### src/rtl/prog_feeder.sv
// ============================================================================
// prog_feeder : 16-word program buffer that feeds a 10-bit processor Data_in
// Rev 1.0
// ============================================================================
`default_nettype none

module prog_feeder #(
    parameter int DEPTH = 16,
    parameter int AW    = 4,
    parameter int W     = 10
) (
    input  logic          CLK50M,
    input  logic          RSTb,
    input  logic [W-1:0]  SW,
    input  logic          LD,
    input  logic          RUN,
    input  logic          TAKEN,
    output logic [W-1:0]  DOUT,
    output logic          VALID,
    output logic [AW:0]   LEN,
    output logic [AW-1:0] RPTR,
    output logic          FULL,
    output logic          OVF,
    output logic          HALTED
);

    typedef enum logic [1:0] {
        ST_IDLE = 2'd0,
        ST_RUN  = 2'd1,
        ST_HALT = 2'd2
    } state_t;

    state_t        state_q, state_d;
    logic [AW:0]   len_q, len_d;
    logic [AW-1:0] rptr_q, rptr_d;
    logic          ovf_q, ovf_d;
    logic          ld_prev_q, run_prev_q;
    logic          ld_rise_q, run_rise_q;
    logic          mem_we;
    logic          is_last;
    logic [W-1:0]  mem_q [DEPTH];

    // Prev flops reset high so a key held through reset release yields no rise
    always_ff @(posedge CLK50M or negedge RSTb) begin
        if (!RSTb) begin
            ld_prev_q  <= 1'b1;
            run_prev_q <= 1'b1;
            ld_rise_q  <= 1'b0;
            run_rise_q <= 1'b0;
        end else begin
            ld_prev_q  <= LD;
            run_prev_q <= RUN;
            ld_rise_q  <= LD & ~ld_prev_q;
            run_rise_q <= RUN & ~run_prev_q;
        end
    end

    always_ff @(posedge CLK50M or negedge RSTb) begin
        if (!RSTb) begin
            state_q <= ST_IDLE;
            len_q   <= '0;
            rptr_q  <= '0;
            ovf_q   <= 1'b0;
        end else begin
            state_q <= state_d;
            len_q   <= len_d;
            rptr_q  <= rptr_d;
            ovf_q   <= ovf_d;
        end
    end

    assign is_last = (({1'b0, rptr_q} + (AW+1)'(1)) == len_q);

    always_comb begin
        state_d = state_q;
        len_d   = len_q;
        rptr_d  = rptr_q;
        ovf_d   = ovf_q;
        mem_we  = 1'b0;
        case (state_q)
            ST_IDLE: begin
                // A run press always suppresses a coincident load
                if (run_rise_q) begin
                    if (len_q != '0) begin
                        state_d = ST_RUN;
                        rptr_d  = '0;
                    end
                end else if (ld_rise_q) begin
                    if (FULL) begin
                        ovf_d = 1'b1;
                    end else begin
                        mem_we = 1'b1;
                        len_d  = len_q + (AW+1)'(1);
                    end
                end
            end
            ST_RUN: begin
                if (run_rise_q) begin
                    state_d = ST_IDLE;
                end else if (TAKEN) begin
                    if (is_last) begin
                        state_d = ST_HALT;
                    end else begin
                        rptr_d = rptr_q + AW'(1);
                    end
                end
            end
            ST_HALT: begin
                if (run_rise_q) begin
                    state_d = ST_RUN;
                    rptr_d  = '0;
                end else if (ld_rise_q) begin
                    state_d = ST_IDLE;
                    len_d   = '0;
                    ovf_d   = 1'b0;
                end
            end
            default: begin
                state_d = ST_IDLE;
            end
        endcase
    end

    always_ff @(posedge CLK50M) begin
        if (mem_we) begin
            mem_q[len_q[AW-1:0]] <= SW;
        end
    end

    assign DOUT   = (state_q == ST_RUN) ? mem_q[rptr_q] : '0;
    assign VALID  = (state_q == ST_RUN);
    assign HALTED = (state_q == ST_HALT);
    assign LEN    = len_q;
    assign RPTR   = rptr_q;
    assign FULL   = (len_q == (AW+1)'(DEPTH));
    assign OVF    = ovf_q;

endmodule

`default_nettype wire

### config.mk
export PLATFORM = sky130hd
export DESIGN_NAME = prog_feeder
export DESIGN_NICKNAME = d
export VERILOG_FILES = /design/src/rtl/prog_feeder.sv
export SDC_FILE = /design/constraint.sdc
export NUM_CORES = 1
export LEC_CHECK = 0
export ABC_AREA = 1
export BUFFER_PORTS_ARGS = -buffer_cell sky130_fd_sc_hd__buf_2
export CAP_MARGIN = 20
export CORE_MARGIN = 1
export CORE_UTILIZATION = 35
export CTS_BUF_LIST = sky130_fd_sc_hd__clkbuf_16
export CTS_CLUSTER_DIAMETER = 40
export DETAILED_ROUTE_END_ITERATION = 8
export GPL_ROUTABILITY_DRIVEN = 0
export RECOVER_POWER = 100
export SETUP_SLACK_MARGIN = 0.1
export SKIP_CTS_REPAIR_TIMING = 1
export SYNTH_ARGS = -nofsm -noshare
export SYNTH_HDL_FRONTEND = slang
export SYNTH_SLANG_ARGS = --single-unit
### constraint.sdc
create_clock -name CLK50M -period 5.2 [get_ports CLK50M]
set_input_delay 0.78 -clock CLK50M [delete_from_list [all_inputs] [get_ports CLK50M]]
set_output_delay 0.78 -clock CLK50M [all_outputs]
set_load 0.01 [all_outputs]
==> results.sh <==
export IMPL_grt_max_degree=88
export IMPL_track_usage=0.171
export IMPL_layout_commonest_cell="edfxtp_1"
export IMPL_die_w_um=148
export IMPL_synth_warnings=0
export IMPL_yosysSeqAreaShare=0.702
export IMPL_p_switching_w=0.00126
export IMPL_nets=692
export IMPL_numCtsBuffers=17
export IMPL_r2r_cells=12
export IMPL_drc=0
export IMPL_power_w=0.00390
export IMPL_worst_pin_slew_ns=1.85
export IMPL_slew_viol_final=117
export IMPL_cts_clk_slew_worst_paths_ns=0.07
export IMPL_syn_area_per_cell_sq_um=11.7
export IMPL_fin_tns_setup_ns=0
export IMPL_cts_tree="yes"
export IMPL_grt_pass1_wl_um=27500
export IMPL_relSlewSlack=-0.232
export IMPL_syn2layout_area_growth_pct=13.0
export IMPL_layout_drive_gt1_share=0.0788
export IMPL_antennaDiodeCount=0
export IMPL_grt_most_used_layer="met2"
export IMPL_start_util=0.362
export IMPL_met1_usage=0.226
export IMPL_vias=4947
export IMPL_maxCapViolCount=2
export IMPL_pwr_share_comb=0.233
export IMPL_drt_initial_drc_count=432
export IMPL_cts_sinks=176
export IMPL_ant_nets=0
export IMPL_ys_ff_latch=176
export IMPL_reg2reg_slack_ns=1.94
export IMPL_internal_power_w=0.00264
export IMPL_timing_rr_start="RPTR[0]"
export IMPL_cts_root_buf="clkbuf_16"
export IMPL_switching_share=0.323
export IMPL_fin_skew_ns=0.0130
export IMPL_synth_cell_types=30
export IMPL_dpl_hpwl_um=10700
export IMPL_max_freq_mhz=240
export IMPL_die_y_um=148
export IMPL_overflow=0
export IMPL_grt_pass1_vias=4926
export IMPL_cp_max_fo=87
export IMPL_cp_arrival_ns=3.38
export IMPL_criticalPathCategory="flip-flop to output port"
export IMPL_sequentialPowerShare=0.432
export IMPL_routedWlPerCell_um=18.6
export IMPL_p_clk_frac=0.336
export IMPL_setup_viol=0
export IMPL_h_tree_depth=4
export IMPL_placed_cells=923
export IMPL_syn_nets=653
export IMPL_layout_common_cells="edfxtp_1 (160), nor2_1 (151), o21ai_0 (49), nand3_1 (48), clkbuf_1 (44)"
export IMPL_leakage_nw=2.85
export IMPL_power_per_cell_area_nw_per_um2=465
export IMPL_core_sq_um=20500
export IMPL_portBuffers=37
export IMPL_timing_rr_end="RPTR[2]"
export IMPL_violations="capacitance limit, slew limit"
export IMPL_min_path_type="input pin to asynchronous set/reset pin"
export IMPL_stdcell_count=955
export IMPL_hold_viol=0
export IMPL_critical_path_startpoint_type="flip-flop"
export IMPL_vias_per_cell=5.18
export IMPL_nFillCells=1925
export IMPL_rsz0062_at_grt="false"
export IMPL_synthesis_area_sq_um=7420
export IMPL_period_share=0.800
export IMPL_required_ns=4.42
export IMPL_firstDrtPassIters=6
export IMPL_use_met2=0.265
export IMPL_pin_count=38
export IMPL_use_met3=0.0451
export IMPL_rows=52
export IMPL_fin_util=0.409
export IMPL_clk_path_buf_depth=2
export IMPL_worstSkewPairLatency_ns=0.43
export IMPL_routed_wl_um=17800
export IMPL_die_area_sq_um=21800
export IMPL_layout_min_cycle_time_ns=4.16
export IMPL_antenna_found_initial=0
export IMPL_outcome="finished with violations"
export IMPL_critPathCaptureType="output port"
export IMPL_ir_drop_v=0.000305
export IMPL_synthCells=633
## logic make-up after synthesis
| kind of cell | count (synthesis) | share of synthesized area |
|---|---|---|
| buf+inv | 62 | 0.0388 |
| simple gates | 253 | 0.145 |
| xor+xnor | 4 | 0.00472 |
| fa+ha+maj | 5 | 0.00843 |
| compound gates | 133 | 0.102 |
| flops | 176 | 0.702 |
## worst max-delay path by stage
stage,start,end,cells after the start
global route,RPTR[0],DOUT[7],6
CTS,RPTR[0],DOUT[8],7
detailed placement,RPTR[0],DOUT[8],7
finish,RPTR[0],DOUT[7],6
floorplan,LEN[0],mem_q[4][0],5
global placement,RPTR[0],DOUT[8],7
## routing by layer
metal	wire [um]	up-vias
met2	8350	179
li1	-	2340
met3	1130	26
met4	360	0
met1	7970	2402
met5	0	-
## synthesized netlist by cell type
library cell,number,area (sq um)
o21ai_1,40,200
a21boi_1,1,7.51
nand2_4,1,11.3
nand2_2,1,6.26
xor2_1,2,17.5
buf_2,8,40.0
a21oi_1,11,55.1
inv_2,5,18.8
o31ai_1,3,22.5
o21ai_2,1,8.76
nor2_2,3,18.8
ha_1,5,62.6
clkbuf_1,21,78.8
dfrtp_1,14,350
nand4_1,9,56.3
o211ai_1,30,225
nor3_1,3,15.0
nand2_1,37,139
nor2_1,148,556
buf_1,1,3.75
nand3_1,48,240
o21ai_0,47,235
clkinv_1,1,3.75
edfxtp_1,160,4800
inv_1,20,75.1
nand3_2,1,10.0
nor2_4,2,22.5
xnor2_1,2,17.5
buf_6,6,67.6
dfstp_2,2,52.6
## power groups by stage
stage	clock, W	sequential [W]	combinational (W)
5_1_grt	0.00138	0.00169	0.00101
3_3_place_gp	0	0.00171	0.000919
2_1_floorplan	0	0.00169	0.000712
4_1_cts	0.00133	0.00168	0.000944
3_5_place_dp	0	0.00171	0.000940
6_report	0.00131	0.00168	0.000907
## cell type report
cell class,count,area (sq um),area share
tap,270,338,0.0403
clock inverter,15,183,0.0218
clock buffer,17,425,0.0507
inverter,26,97.6,0.0116
multi-input combinational,395,1900,0.227
sequential,176,5210,0.621
timing repair buffer,56,230,0.0275
## registers in the layout, summed over array words and instances, names as in the netlist
name,flops
state_q,2
mem_q,160
OVF,1
run_prev_q,1
ld_rise_q,1
ld_prev_q,1
RPTR,4
LEN,5
run_rise_q,1
## critical path: stages (launching register included)
cell	delay (ns)
dfrtp_2	0.36
clkbuf_2	1.32
o21ai_0	0.31
o211ai_1	0.26
nand3_1	0.14
a21oi_1	0.31
clkbuf_1	0.20
## per-stage QoR
step | area, sq um | worst slack (ns) | hold WS, ns
2_1_floorplan | 7420 | 2.98 | 0.457
3_3_place_gp | 7900 | 2.10 | 0.469
3_5_place_dp | 7920 | 2.08 | 0.478
4_1_cts | 8530 | 1.60 | 0.249
5_1_grt | 8390 | 0.774 | 0.430
6_report | 8390 | 1.04 | 0.434
No activity file was read; power rests on OpenSTA's default activity.
